**src/rtl/conv_seq_if.sv**
```systemverilog
// conv_seq_if: source-read and destination-write/accumulate port bundle of the convolution sequencer
interface conv_seq_if #(
  parameter int AW = 12
);
  logic exec;
  logic clr;
  logic [AW:0] ia;
  logic outr;
  logic accr;
  logic [AW:0] oa;
  modport master (output exec, clr, ia, outr, accr, oa);
  modport slave (input exec, clr, ia, outr, accr, oa);
endinterface

```
**src/rtl/conv_seq_ctrl.sv**
```systemverilog
// conv_seq_ctrl: address/control sequencer for one convolution layer pass; CONV_SEQ_STALL_EN adds a stall input
module conv_seq_ctrl #(
  parameter int PIPE_LAT = 4,
  parameter int AW = 12
) (
  input  logic clk,
  input  logic reset,
  input  logic run,
  input  logic [2:0] cfg_fs,
  input  logic [5:0] cfg_ih,
  input  logic [5:0] cfg_ic,
  input  logic cfg_sbank,
  input  logic cfg_obank,
  input  logic cfg_acc,
  output logic busy,
  output logic done,
  output logic err,
`ifdef CONV_SEQ_STALL_EN
  input  logic stall,
`endif
  conv_seq_if.master bus
);
  localparam logic [1:0] IDLE = 2'd0, RUN = 2'd1, DRAIN = 2'd2, DONE = 2'd3;
  localparam logic [AW-1:0] ONE = 1;
  logic [1:0] st;
  logic [2:0] fsm1, kx, ky;
  logic [5:0] ih, icm1, ohm1, c, ox, oy;
  logic [AW-1:0] ihh, pb, cb, rb, a, pix, np, ncb;
  logic sbank, obank, acc, bad, bad_cfg, hold, go, kl, fin;
  logic [11:0] sq;
  logic [17:0] vol;
  logic [PIPE_LAT-1:0] dl_v;
  logic [AW-1:0] dl_i [PIPE_LAT];
`ifdef CONV_SEQ_STALL_EN
  assign hold = stall;
`else
  assign hold = 1'b0;
`endif
  assign sq = {6'd0, cfg_ih} * {6'd0, cfg_ih};
  assign vol = {6'd0, sq} * {12'd0, cfg_ic};
  assign bad_cfg = cfg_fs == 3'd0 || cfg_ih == 6'd0 || cfg_ic == 6'd0 || {3'd0, cfg_fs} > cfg_ih || vol > 18'd4096;
  assign go = st == RUN && !hold;
  assign kl = kx == fsm1 && ky == fsm1 && c == icm1;
  assign fin = kl && ox == ohm1 && oy == ohm1;
  // next pixel origin: step right, or jump to the start of the next output row (ih - oh + 1 = fs)
  always_comb begin
    np = ox == ohm1 ? pb + AW'(fsm1) + ONE : pb + ONE;
    ncb = cb + ihh;
  end
  always_ff @(posedge clk) begin
    if (reset) begin
      st <= IDLE;
      {bad, sbank, obank, acc} <= '0;
      {fsm1, ih, icm1, ohm1, ihh} <= '0;
      {kx, ky, c, ox, oy} <= '0;
      {pb, cb, rb, a, pix} <= '0;
      dl_v <= '0;
      for (int i = 0; i < PIPE_LAT; i++) dl_i[i] <= '0;
    end else begin
      dl_v <= (dl_v << 1) | PIPE_LAT'(go && kl);
      dl_i[0] <= pix;
      for (int i = 1; i < PIPE_LAT; i++) dl_i[i] <= dl_i[i-1];
      if (st == IDLE && run) begin
        st <= bad_cfg ? DONE : RUN;
        bad <= bad_cfg;
        sbank <= cfg_sbank;
        obank <= cfg_obank;
        acc <= cfg_acc;
        fsm1 <= cfg_fs - 3'd1;
        ih <= cfg_ih;
        icm1 <= cfg_ic - 6'd1;
        ohm1 <= cfg_ih - {3'd0, cfg_fs};
        ihh <= AW'(sq);
        {kx, ky, c, ox, oy} <= '0;
        {pb, cb, rb, a, pix} <= '0;
      end else if (st == DONE) begin
        st <= IDLE;
      end else if (st == DRAIN) begin
        st <= ~|(dl_v << 1) ? DONE : DRAIN;
      end else if (go) begin
        st <= fin ? DRAIN : RUN;
        if (kx != fsm1) begin
          kx <= kx + 3'd1;
          a <= a + ONE;
        end else if (ky != fsm1) begin
          kx <= '0;
          ky <= ky + 3'd1;
          rb <= rb + AW'(ih);
          a <= rb + AW'(ih);
        end else if (c != icm1) begin
          {kx, ky} <= '0;
          c <= c + 6'd1;
          cb <= ncb;
          rb <= ncb + pb;
          a <= ncb + pb;
        end else begin
          {kx, ky, c} <= '0;
          cb <= '0;
          pix <= pix + ONE;
          ox <= ox == ohm1 ? 6'd0 : ox + 6'd1;
          oy <= ox == ohm1 ? oy + 6'd1 : oy;
          pb <= np;
          rb <= np;
          a <= np;
        end
      end
    end
  end
  assign bus.exec = go;
  assign bus.clr = go && kx == 3'd0 && ky == 3'd0 && c == 6'd0;
  assign bus.ia = {sbank, a};
  assign bus.outr = dl_v[PIPE_LAT-1];
  assign bus.accr = dl_v[PIPE_LAT-1] && acc;
  assign bus.oa = dl_v[PIPE_LAT-1] ? {obank, dl_i[PIPE_LAT-1]} : '0;
  assign busy = st == RUN || st == DRAIN;
  assign done = st == DONE;
  assign err = done && bad;
endmodule

```
**src/flat_wrapper.sv**
```systemverilog
// flat-port wrapper written by rule: the top's interface ports become plain ports
module conv_seq_ctrl_flat 
#(
  parameter int PIPE_LAT = 4,
  parameter int AW = 12
)
  (clk, reset, run, cfg_fs, cfg_ih, cfg_ic, cfg_sbank, cfg_obank, cfg_acc, busy, done, err, bus_exec, bus_clr, bus_ia, bus_outr, bus_accr, bus_oa);
  conv_seq_if #(.AW(AW)) bus_i ();
  input  logic clk;
  input  logic reset;
  input  logic run;
  input  logic [2:0] cfg_fs;
  input  logic [5:0] cfg_ih;
  input  logic [5:0] cfg_ic;
  input  logic cfg_sbank;
  input  logic cfg_obank;
  input  logic cfg_acc;
  output logic busy;
  output logic done;
  output logic err;
  output wire logic [$bits(bus_i.exec)-1:0] bus_exec;
  output wire logic [$bits(bus_i.clr)-1:0] bus_clr;
  output wire logic [$bits(bus_i.ia)-1:0] bus_ia;
  output wire logic [$bits(bus_i.outr)-1:0] bus_outr;
  output wire logic [$bits(bus_i.accr)-1:0] bus_accr;
  output wire logic [$bits(bus_i.oa)-1:0] bus_oa;
  assign bus_exec = bus_i.exec;
  assign bus_clr = bus_i.clr;
  assign bus_ia = bus_i.ia;
  assign bus_outr = bus_i.outr;
  assign bus_accr = bus_i.accr;
  assign bus_oa = bus_i.oa;
  conv_seq_ctrl #(.PIPE_LAT(PIPE_LAT), .AW(AW)) u_core (.clk(clk), .reset(reset), .run(run), .cfg_fs(cfg_fs), .cfg_ih(cfg_ih), .cfg_ic(cfg_ic), .cfg_sbank(cfg_sbank), .cfg_obank(cfg_obank), .cfg_acc(cfg_acc), .busy(busy), .done(done), .err(err), .bus(bus_i));
endmodule
```
**config.mk**
```make
export PLATFORM = sky130hd
export DESIGN_NAME = conv_seq_ctrl_flat
export DESIGN_NICKNAME = d
export VERILOG_FILES = /design/src/rtl/conv_seq_if.sv /design/src/rtl/conv_seq_ctrl.sv /design/src/flat_wrapper.sv
export SDC_FILE = /design/constraint.sdc
export NUM_CORES = 1
export LEC_CHECK = 0
export CORE_ASPECT_RATIO = 1.2
export CORE_MARGIN = 2
export CORE_UTILIZATION = 40
export CTS_BUF_LIST = sky130_fd_sc_hd__clkbuf_8 sky130_fd_sc_hd__clkbuf_16
export DETAILED_ROUTE_END_ITERATION = 6
export PLACE_DENSITY = 0.68
export SLEW_MARGIN = 25
export SYNTH_ARGS = -nofsm -noshare
export SYNTH_HDL_FRONTEND = slang
export SYNTH_SLANG_ARGS = --single-unit
```
**constraint.sdc**
```tcl
create_clock -name clk -period 11.2 [get_ports clk]
set_input_delay 2.24 -clock clk [delete_from_list [all_inputs] [get_ports clk]]
set_output_delay 2.24 -clock clk [all_outputs]
set_load 0.01 [all_outputs]
```
==> reports/metrics.json, run 1 <==
{
  "power": {
    "power-per-cell-area_nw_per_um2": 237,
    "ir_drop_mv": 0.217,
    "p_leak_nw": 5.43
  },
  "route": {
    "routed_wl_um": 28900,
    "drt_first_iter_violations": 690,
    "routed_via_density": 5.33,
    "drt_pass1_iterations": 5,
    "routedWlPerCell_um": 15.7,
    "detailroute.via_count": 9797,
    "antenna_left": 0,
    "drt_drc_violations_left": 0
  },
  "clock_tree": {
    "cts_tree": "done",
    "cts.path.max_buffers": 2,
    "cts.sink_count": 173,
    "resized_cells_post_cts": 0,
    "h-tree-depth": 4,
    "cts-hold-fix-buffers": 0,
    "cts_setup_buffers": 0,
    "numCtsBuffers": 17,
    "clkLatencyLatePin_ps": 440,
    "clockRootBuffer": "clkbuf_16",
    "post_cts_clock_slew_at_the_launch_and_capture_registers_of_the_worst_setup_and_hold_paths_ps": 70
  },
  "critical_path": {
    "timing.critical_path.to_type": "flip-flop",
    "regToRegSetupSlack_ps": 7130,
    "cpMostUsedCell": "fa_1",
    "timing_worst_setup_path_type": "input port to flip-flop",
    "worst-endpoint-required_ps": 11480,
    "worst_ep_arrival_time_ps": 10340,
    "critPathMaxFanout": 12,
    "startpoint_class": "input port",
    "timing.critical_path.buf_inv": 4,
    "critical_path.max_stage_delay_ps": 710,
    "critical-path-slowest-cell": "clkdlybuf4s50_1",
    "worst_path_dominant_cell_family": "adder cells"
  },
  "final_layout": {
    "syn_to_final_growth_pct": 12.4,
    "fin_nets": 1605,
    "most-common-layout-cells": "dfxtp_1 (173), nand2_1 (130), inv_1 (114), nor2_1 (114), ha_1 (96)",
    "layout_commonest_cell": "dfxtp_1",
    "share_of_layout_cells_above_drive_strength_1_pct": 3.79
  },
  "global_routing": {
    "grt_pass1_wl_um": 48400,
    "largest_net_degree_at_the_start_of_global_routing": 92,
    "globalRouteTotalUtil_pct": 19.5,
    "first_global_vias": 9442,
    "grt_antenna_before_repair": 1,
    "grt_overflow": 0
  },
  "sta": {
    "finalSetupViolCount": 0,
    "whs_ps": 432,
    "final-max-slew-violation-count": 0,
    "rsz0062_at_grt": "false",
    "post_route_fraction_of_the_period_consumed_by_the_critical_path_pct": 89.8,
    "maxClockFrequency_ghz": 0.0994,
    "finalCriticalPeriod_ps": 10060,
    "max_slew.worst_pin.slew_ps": 1040,
    "timing.setup.tns_ps": 0,
    "timing.max_slew.rel_slack_pct": 30.2,
    "clock_skew_ps": 11.6,
    "hold_viol_final": 0
  },
  "run": {
    "maxCapViolations": 0
  },
  "hold_path": {
    "hp-class": "flip-flop to flip-flop"
  },
  "placed_design": {
    "port_buffers": 53,
    "gp_routability_congestion": 0.873,
    "hpwl_um": 21800
  },
  "synth": {
    "synth_warnings": 0,
    "synthesis.area_um2": 11800,
    "synth.lib_cells_used.distinct": 66,
    "postSynthRegisterBits": 173,
    "synth_flop_cell": "dfxtp_1",
    "async_set_reset_flop_share_out_of_synthesis_pct": 0,
    "count_of_flip_flops_with_a_built_in_enable_after_synthesis": 0,
    "syn_area_per_cell_um2": 8.30,
    "synth_cells": 1418,
    "synth_seq_area_share_pct": 29.4,
    "synth_fp_nets": 1583
  },
  "floorplan": {
    "placeableCoreArea_um2": 28800,
    "die_h_um": 192,
    "dieWidth_um": 161,
    "ioPinCount": 54,
    "initial_util_pct": 40.8,
    "dieArea_um2": 30800,
    "std_cell_rows": 68
  },
  "status": {
    "run_status": "finished clean"
  }
}
[synthesized netlist by cell type (7+ instances only)]
cell type | instances | area [um^2]
a31oi_1 | 10 | 62.6
xnor2_1 | 62 | 543
nor2b_1 | 63 | 394
o21ai_0 | 52 | 260
xor2_1 | 51 | 447
a21oi_1 | 88 | 440
inv_1 | 114 | 428
buf_2 | 7 | 35.0
nand2_1 | 130 | 488
nand3_1 | 43 | 215
and3_1 | 20 | 125
nor3_1 | 42 | 210
a22oi_1 | 8 | 60.1
clkbuf_1 | 45 | 169
dfxtp_1 | 173 | 3460
and2_1 | 65 | 407
o211ai_1 | 10 | 75.1
a211oi_1 | 29 | 218
ha_1 | 96 | 1200
nand4_1 | 22 | 138
or3_1 | 7 | 43.8
fa_1 | 48 | 961
o21a_1 | 8 | 60.1
nor2_1 | 114 | 428
[where the power goes]
part | switching (mW) | leakage, nW | internal [mW]
Combinational | 1.10 | 3.74 | 0.696
Sequential | 0.0659 | 1.40 | 0.680
Clock | 0.288 | 0.295 | 0.307
Total | 1.45 | 5.43 | 1.68
[final cells by class]
cell class / instances / area (um^2)
inverter: 114 / 428
antenna: 1 / 2.50
clock buffer: 18 / 439
tap: 385 / 482
sequential: 173 / 3460
multi-input combinational: 1072 / 7650
timing repair buffer: 62 / 593
fill: 2759 / 15600
clock inverter: 14 / 168
[metrics by stage]
stage	setup slack, ps	cells	total power [mW]	util, %	area (um^2)
final	1140	1839	3.14	45.9	13200
after global routing	575	1839	3.43	45.9	13200
after CTS	1170	1838	3.15	45.8	13200
after detailed placement	736	1806	2.55	43.7	12600
after global placement	1020	1806	2.50	43.7	12600
after floorplan	1940	1418	2.10	-	11800
[registers in the layout, summed over array words and instances (netlist names), 2 cells and up]
name	count
u_core.dl_i	48
u_core.a	12
u_core.cb	12
u_core.pb	12
u_core.pix	12
u_core.rb	12
u_core.ihh	11
u_core.c	6
u_core.icm1	6
u_core.ohm1	6
u_core.ox	6
u_core.oy	6
u_core.ih	5
u_core.dl_v	4
u_core.fsm1	3
u_core.kx	3
u_core.ky	3
u_core.st	2
[logic make-up after synthesis]
| family | synth area share (%) |
|---|---|
| flops | 29.4 |
| xor+xnor | 8.41 |
| buf+inv | 5.62 |
| mux | 0.340 |
| fa+ha+maj | 18.4 |
| simple gates | 23.7 |
| compound gates | 14.1 |
[per-layer routing]
layer  routed length (um)  track usage [%]  up-vias
li1                     -                -     4873
met1                12900             25.3     4643
met2                13900             32.4      233
met3                 1310             3.15       48
met4                  895             8.18        0
met5                    0                0        -
[final timing paths]
check,end,start,cells after the start
max,u_core.bad,cfg_ih[4],27
min,u_core.dl_i[1][5],u_core.dl_i[0][5],1
max reg2reg,u_core.a[11],u_core.ihh[0],15
min reg2reg,u_core.dl_i[1][5],u_core.dl_i[0][5],1
(Power assumes the default switching activity.)
==> run 2: changes to the inputs <==
--- a/config.mk
+++ b/config.mk
@@ -5,6 +5,7 @@
 export SDC_FILE = /design/constraint.sdc
 export NUM_CORES = 1
 export LEC_CHECK = 0
+export CAP_MARGIN = 20
 export CORE_ASPECT_RATIO = 1.2
 export CORE_MARGIN = 2
 export CORE_UTILIZATION = 40
==> results of run 2 <==
Final layout, timing and power as in run 1 (identical DEF).
